### src/rtl/code_check_fsm_if.sv
// code_check_fsm_if: attempt inputs and indicator outputs of the code-check stage
interface code_check_fsm_if #(
    parameter int WIDTH     = 2,
    parameter int MAX_TRIES = 3
);
    localparam int TW = $clog2(MAX_TRIES + 1);
    logic             e;
    logic             check;
    logic [WIDTH-1:0] code_ref;
    logic [WIDTH-1:0] code_in;
    logic             x;
    logic             y;
    logic             z;
    logic [1:0]       state;
    logic [TW-1:0]    tries_left;
    logic             ativacao_next;
    modport master (
        output e, check, code_ref, code_in,
        input  x, y, z, state, tries_left, ativacao_next
    );
    modport slave (
        input  e, check, code_ref, code_in,
        output x, y, z, state, tries_left, ativacao_next
    );
endinterface

### src/rtl/code_check_fsm.sv
// code_check_fsm: compares an entered code on a check strobe, counts misses, locks out after too many
module code_check_fsm #(
    parameter int WIDTH       = 2,
    parameter int MAX_TRIES   = 3,
    parameter int LOCK_CYCLES = 8
) (
    input logic             clk,
    input logic             rst_n,
    code_check_fsm_if.slave bus
);
    localparam int TW = $clog2(MAX_TRIES + 1);
    localparam int CW = (LOCK_CYCLES > 1) ? $clog2(LOCK_CYCLES) : 1;
    localparam logic [1:0] IDLE    = 2'b00;
    localparam logic [1:0] GRANTED = 2'b01;
    localparam logic [1:0] DENIED  = 2'b10;
    localparam logic [1:0] LOCKED  = 2'b11;
    logic [1:0]    st, st_nx;
    logic [TW-1:0] tl, tl_nx;
    logic [CW-1:0] cnt, cnt_nx;
    logic          attempt, match;
    assign attempt = bus.e && bus.check;
    assign match   = bus.code_in == bus.code_ref;
    // next state, attempt counter and lockout timer; check only matters in IDLE with e high
    always_comb begin
        st_nx  = st;
        tl_nx  = tl;
        cnt_nx = cnt;
        case (st)
            IDLE: begin
                if (attempt && match) begin
                    st_nx = GRANTED;
                    tl_nx = TW'(MAX_TRIES);
                end else if (attempt && tl > TW'(1)) begin
                    st_nx = DENIED;
                    tl_nx = tl - TW'(1);
                end else if (attempt) begin
                    st_nx  = LOCKED;
                    tl_nx  = '0;
                    cnt_nx = CW'(LOCK_CYCLES - 1);
                end
            end
            GRANTED: st_nx = bus.e ? GRANTED : IDLE;
            DENIED:  st_nx = IDLE;
            default: begin
                st_nx  = (cnt == '0) ? IDLE : LOCKED;
                tl_nx  = (cnt == '0) ? TW'(MAX_TRIES) : tl;
                cnt_nx = (cnt == '0) ? cnt : cnt - CW'(1);
            end
        endcase
    end
    // state registers with asynchronous active-low reset
    always_ff @(posedge clk or negedge rst_n) begin
        if (!rst_n) begin
            st  <= IDLE;
            tl  <= TW'(MAX_TRIES);
            cnt <= '0;
        end else begin
            st  <= st_nx;
            tl  <= tl_nx;
            cnt <= cnt_nx;
        end
    end
    // Moore indicator decode from the registered state only
    always_comb begin
        bus.x             = st != IDLE;
        bus.y             = st == GRANTED;
        bus.z             = (st == IDLE) || (st == LOCKED);
        bus.ativacao_next = bus.x & bus.y & ~bus.z;
        bus.state         = st;
        bus.tries_left    = tl;
    end
endmodule

### src/flat_wrapper.sv
// flat-port wrapper written by rule: the top's interface ports become plain ports
module code_check_fsm_flat 
#(
    parameter int WIDTH       = 2,
    parameter int MAX_TRIES   = 3,
    parameter int LOCK_CYCLES = 8
)
  (clk, rst_n, bus_e, bus_check, bus_code_ref, bus_code_in, bus_x, bus_y, bus_z, bus_state, bus_tries_left, bus_ativacao_next);
  code_check_fsm_if #(.WIDTH(WIDTH), .MAX_TRIES(MAX_TRIES)) bus_i ();
  input logic clk;
  input logic rst_n;
  input wire logic [$bits(bus_i.e)-1:0] bus_e;
  input wire logic [$bits(bus_i.check)-1:0] bus_check;
  input wire logic [$bits(bus_i.code_ref)-1:0] bus_code_ref;
  input wire logic [$bits(bus_i.code_in)-1:0] bus_code_in;
  output wire logic [$bits(bus_i.x)-1:0] bus_x;
  output wire logic [$bits(bus_i.y)-1:0] bus_y;
  output wire logic [$bits(bus_i.z)-1:0] bus_z;
  output wire logic [$bits(bus_i.state)-1:0] bus_state;
  output wire logic [$bits(bus_i.tries_left)-1:0] bus_tries_left;
  output wire logic [$bits(bus_i.ativacao_next)-1:0] bus_ativacao_next;
  assign bus_i.e = bus_e;
  assign bus_i.check = bus_check;
  assign bus_i.code_ref = bus_code_ref;
  assign bus_i.code_in = bus_code_in;
  assign bus_x = bus_i.x;
  assign bus_y = bus_i.y;
  assign bus_z = bus_i.z;
  assign bus_state = bus_i.state;
  assign bus_tries_left = bus_i.tries_left;
  assign bus_ativacao_next = bus_i.ativacao_next;
  code_check_fsm #(.WIDTH(WIDTH), .MAX_TRIES(MAX_TRIES), .LOCK_CYCLES(LOCK_CYCLES)) u_core (.clk(clk), .rst_n(rst_n), .bus(bus_i));
endmodule
### config.mk
export PLATFORM = sky130hd
export DESIGN_NAME = code_check_fsm_flat
export DESIGN_NICKNAME = d
export VERILOG_FILES = /design/src/rtl/code_check_fsm_if.sv /design/src/rtl/code_check_fsm.sv /design/src/flat_wrapper.sv
export SDC_FILE = /design/constraint.sdc
export NUM_CORES = 1
export LEC_CHECK = 0
export BUFFER_PORTS_ARGS = -buffer_cell sky130_fd_sc_hd__buf_2
export CORE_AREA = 5 5 42 44
export DETAILED_ROUTE_END_ITERATION = 12
export DIE_AREA = 0 0 47 49
export GPL_TIMING_DRIVEN = 0
export PLACE_DENSITY = 0.72
export REMOVE_ABC_BUFFERS = 1
export SLEW_MARGIN = 20
export SYNTH_ARGS = -nofsm -noshare
export SYNTH_HDL_FRONTEND = slang
export SYNTH_SLANG_ARGS = --single-unit
### constraint.sdc
create_clock -name clk -period 2.25 [get_ports clk]
set_input_delay 0.1125 -clock clk [delete_from_list [all_inputs] [get_ports clk]]
set_output_delay 0.1125 -clock clk [all_outputs]
set_load 0.02 [all_outputs]
==> flow_summary.ini, run 1 <==
[setup_path]
slowest_delay_ps = 410
crit_arrival_ps = 1990
crit_required_ps = 2420
end_kind = register
critical_path_class = reg2reg
path_max_fanout = 11
slowest_stage = dfrtp_1
worst_setup_path_start_kind = register
crit_path_cell_trace = inv_1 -> ha_1 -> nand3_2 -> o32a_4 -> a221oi_2

[final_layout]
layout.nets = 101
drive_above_1_share = 0.365
diodes = 0
syn_to_final_growth_pct = 19.3
fin_util = 0.530
finalNonFillerCells = 101

[sta]
timing.final.crit_share = 0.810
fin_skew_ps = 1.63
clock.fmax_mhz = 549
period_minus_slack_ps = 1820
slew_headroom = 0.763
slew_viol_final = 0
setup_viol = 0
hold_viol = 0
worstMarginPinSlew_ps = 356
tns_ps = 0
rsz0062_at_grt = no

[global_route]
grt_overflow_total = 0
grt_pass1_vias = 523
grt_pass1_wl_um = 2170
grt_max_degree = 12
grt_use_total = 0.127
antenna_found_initial = 0

[detailed_routing]
drt-initial-drc-count = 14
via_per_inst = 5.49
wire_per_inst_um = 13.3
final_antenna_net_count = 0
firstDrtPassIters = 4
vias = 554
wirelength_um = 1340
drcViolationCount = 0

[synth]
avgSynthCellArea_um2 = 9.44
synthDistinctLibCells = 33
synth_edf_count = 0
synth_seq_area_share = 0.285
synth_top_family_by_area = compound AO/OA/AOI/OAI gates
ys.flop_type = dfrtp_1
synth_seq_cells = 7
synth_top_area_frac = 0.201
synth_commonest_cells = inv_1 (9), ha_1 (7), dfrtp_1 (5), nor2_1 (4), nor2b_1 (3)
synthesis.area_um2 = 623
synth_warnings = 0
synthTopCellsByArea = dfrtp_1 (20%), ha_1 (14%), dfstp_2 (8.4%), inv_1 (5.4%), a221oi_2 (4.8%)
synthXorXnorAreaFrac = 0.0281
synth_fa_ha_area_frac = 0.141
synth_compound_area_frac = 0.243
synth_cells = 66
yosysMostFrequentCell = inv_1
async_reset_ff_frac = 1.00
synthMuxAreaShare = 0
yosysTopAreaCell = dfrtp_1
synthSimpleGateAreaFrac = 0.231

[die]
initial_core_util = 0.445
num_rows = 14
die_w_um = 47
die-area_um2 = 2300
core_area_um2 = 1400
die_h_um = 49
io_pins = 16

[power_and_ir_drop]
power_frac_clock = 0.110
vdd_drop_max_v = 0.000734
comb_power_share = 0.655
leakage_nw = 0.359
p_seq_frac = 0.235
power_switching_mw = 0.520
switching_share = 0.473
p_int_mw = 0.579
p_per_area_nw_per_um2 = 1480

[cts]
tritoncts = built
cts-root-buf = clkbuf_4
post_cts_buffers = 0
hold_buffers = 1
clk_pin_slew_worst_paths_ps = 60
cts_resized = 0
max-clock-path-buffers = 2
h-tree-depth = 1
numClockSinks = 7
clock_latency_ps = 260
cts_made_buffers = 3

[placed_design]
place_inst = 96
io_buffer_count = 15
gp_congestion = 0.753
dp_hpwl_um = 1060

[min_path]
hold_class = in2async

[flow_run]
cap_violations = 0

[status]
status = complete, no violations
metal layers:
metal  GRT usage  vias to the layer above  part of all wire
met4      0.0415                        0             0.013
met5           0                        -                 0
li1            -                      278                 -
met2       0.206                        9              0.51
met3      0.0332                        2             0.035
met1       0.156                      265              0.44
worst paths after layout:
check,cells after the start,to,from,slack [ps]
min in group clk,4,u_core.bus.state[1],bus_check,300
max in group asynchronous,2,u_core.bus.tries_left[1],rst_n,1800
min reg2reg,2,u_core.bus.tries_left[1],u_core.bus.tries_left[1],560
max reg2reg,5,u_core.cnt[2],u_core.bus.state[1],430
min,2,u_core.cnt[1],rst_n,210
max,5,u_core.cnt[2],u_core.bus.state[1],430
power groups by stage:
stage                     clock [mW]  sequential, mW  combinational (mW)
final                          0.121           0.259               0.720
after global routing           0.129           0.269               0.791
after CTS                      0.121           0.259               0.723
after detailed placement           0           0.261               0.718
after global placement             0           0.256               0.698
after floorplan                    0           0.288               0.518
final cells by class:
cell class | instances | area, um^2
Fill cell | 133 | 658
Multi-Input combinational cell | 49 | 400
Sequential cell | 7 | 178
Timing Repair Buffer | 16 | 85.1
Inverter | 9 | 33.8
Clock buffer | 4 | 26.3
Tap cell | 16 | 20.0
cells by family (layout without fill, tap and decap cells):
group,Yosys count,count (layout)
simple gates,23,23
compound gates,17,17
buf+inv,10,29
fa+ha+maj,7,7
flops,7,7
xor+xnor,2,2
state kept, by name, indices dropped and copies added (netlist names):
| name | count |
|---|---|
| u_core.cnt | 3 |
| u_core.bus.state | 2 |
| u_core.bus.tries_left | 2 |
per-stage QoR:
step           power, mW  hold slack, ps  setup slack [ps]  instance area (um^2)
2_1_floorplan      0.806            -183               531                   612
3_3_place_gp       0.954           -45.3               464                   707
3_5_place_dp       0.979           -43.3               435                   707
4_1_cts             1.10             218               412                   743
5_1_grt             1.19             231               265                   743
6_report            1.10             214               427                   743
cells in the final DEF, fill, tap and decap left out:
cell type	count
o22ai_1	1
nor2_1	4
or2_2	2
o31ai_1	2
nor4_1	1
nand3_2	1
nor2b_1	3
nor3b_1	1
or2_4	1
nand3b_1	1
nand2_1	1
a221oi_2	2
buf_2	15
a211o_2	1
a2bb2oi_1	1
dfstp_2	2
o32a_4	1
ha_1	7
dfrtp_1	5
inv_1	9
a31o_2	1
xor2_1	2
clkbuf_1	1
o2bb2ai_1	1
a31oi_1	1
a21oi_1	2
o211ai_1	2
or3_1	1
nand2b_1	2
nor3_1	1
and3_2	2
o21ai_0	2
dlygate4sd3_1	1
clkbuf_4	3
nand3_1	1
nor4bb_1	1
critical path, delay by kind of cell (launching register included):
family | cells | cell delay [ps]
AOI/OAI and AO/OA | 2 | 630
adders and majority gates | 1 | 380
buffers and inverters | 1 | 110
DFF | 1 | 410
and+or+nand+nor | 1 | 200
No activity file was read; power rests on OpenSTA's default activity.
==> run 2: changes to the inputs <==
==> constraint.sdc (replaced) <==
create_clock -name clk -period 1.85 [get_ports clk]
set_input_delay 0.0925 -clock clk [delete_from_list [all_inputs] [get_ports clk]]
set_output_delay 0.0925 -clock clk [all_outputs]
set_load 0.02 [all_outputs]
==> run 2 against run 1 <==
  * Wire length is 1.3% higher
  * Sequential cell count stayed put
  * Core utilization is 0.89 points higher
  * First-iteration DRC count is 43% lower
==> flow_summary.ini, run 2 (synthesized netlist as in run 1, its figures left out) <==
[status]
status = complete, no violations

[setup_path]
slowest_stage = dfrtp_1
slowest_delay_ps = 410
critical_path_class = reg2reg
worstReg2RegStart = u_core.bus.state[1]
crit_arrival_ps = 1820
crit_path_cell_trace = inv_1 -> ha_4 -> nand3_2 -> o32a_4 -> a221oi_2
end_kind = register
startpoint = u_core.bus.state[1]
path_max_fanout = 11
worst_setup_path_start_kind = register
crit_required_ps = 2020

[die]
initial_core_util = 0.445
num_rows = 14
core_area_um2 = 1400
die_w_um = 47
die-area_um2 = 2300
die_h_um = 49
io_pins = 16

[global_route]
grt_pass1_vias = 523
antenna_found_initial = 0
grt_overflow_total = 0
grt_use_total = 0.127
grt_max_degree = 12
grt_pass1_wl_um = 2170

[final_layout]
largest_reg_flops = 3
regMostFlops = u_core.cnt
final_common_cell = buf_2
diodes = 0
final_cell_mix = buf_2 (15), inv_1 (9), ha_1 (6), dfrtp_1 (5), nor2_1 (4)
layout.nets = 101
syn_to_final_growth_pct = 21.3
drive_above_1_share = 0.376
post-route-cell-area_um2 = 756

[detailed_routing]
drt-initial-drc-count = 8
vias = 545
final_antenna_net_count = 0
drcViolationCount = 0
wirelength_um = 1360
wire_per_inst_um = 13.4
via_per_inst = 5.40
firstDrtPassIters = 4

[cts]
clock_latency_ps = 260
post_cts_buffers = 0
cts_made_buffers = 3
numClockSinks = 7
tritoncts = built
clk_pin_slew_worst_paths_ps = 60
cts-root-buf = clkbuf_4
max-clock-path-buffers = 2
h-tree-depth = 1

[sta]
rsz0062_at_grt = no
clock.fmax_mhz = 606
tns_ps = 0
worstMarginPinSlew_ps = 346
timing.final.crit_share = 0.892
slew_viol_final = 0
fin_skew_ps = 1.25
hold_viol = 0
period_minus_slack_ps = 1650
setup_viol = 0
slew_headroom = 0.769

[power_and_ir_drop]
vdd_drop_max_v = 0.000891
leakage_nw = 0.360
p_per_area_nw_per_um2 = 1830

[placed_design]
dp_hpwl_um = 1060
place_area_um2 = 707
gp_congestion = 0.753
io_buffer_count = 15

[flow_run]
cap_violations = 0

[min_path]
hold_class = in2async
-- run 2: final timing paths --
check,endpoint,slack (ps),cells past startpoint
worst min register to register,u_core.cnt[0],570,3
worst min-delay path,u_core.cnt[1],190,2
worst max-delay path,u_core.cnt[2],200,5
min in group clk,u_core.bus.state[1],290,4
worst max register to register,u_core.cnt[2],200,5
max in group asynchronous,u_core.bus.tries_left[1],1420,2
-- run 2: per-stage QoR --
| step | setup WS (ps) | utilization | hold WS (ps) | instances | power (mW) |
|---|---|---|---|---|---|
| 5_1_grt | 69.0 | 0.539 | 211 | 101 | 1.50 |
| 4_1_cts | 11.8 | 0.530 | 198 | 101 | 1.34 |
| 2_1_floorplan | 131 | - | -203 | 65 | 0.980 |
| 6_report | 200 | 0.539 | 195 | 101 | 1.38 |
| 3_5_place_dp | 35.4 | 0.504 | -63.3 | 96 | 1.19 |
| 3_3_place_gp | 64.1 | 0.504 | -65.3 | 96 | 1.16 |
-- run 2: timing repair --
item,4_1_cts,5_1_grt
resized for setup,0,2
endpoints found under the setup margin,0,2
hold buffers,1,0
endpoints found under the hold margin,7,0
-- run 2: worst max-delay path: cells and delay by family, from the launching register on --
kind	cells	cell delay (ps)
AO/OA/AOI/OAI	2	620
AND/OR/NAND/NOR	1	160
flip-flops	1	410
adder cells (fa/ha/maj)	1	220
buffers and inverters	1	150
-- run 2: layer usage --
layer,part of all wire,wire [um],global-route usage,up-vias
li1,-,-,-,278
met1,0.43,586,0.156,254
met2,0.52,702,0.206,11
met3,0.037,50,0.0332,2
met4,0.013,17,0.0415,0
met5,0,0,0,-
-- run 2: final cells by class --
cell class / count / area, um^2
fill: 132 / 646
multi-input combinational: 49 / 413
sequential: 7 / 178
timing repair buffer: 16 / 85.1
inverter: 9 / 33.8
clock buffer: 4 / 26.3
tap: 16 / 20.0
-- run 2: where the power goes --
group	internal [mW]	switching (mW)	leakage (nW)
clock	0.0828	0.0638	0.0150
combinational	0.415	0.507	0.264
sequential	0.244	0.0699	0.0810
total	0.743	0.641	0.360
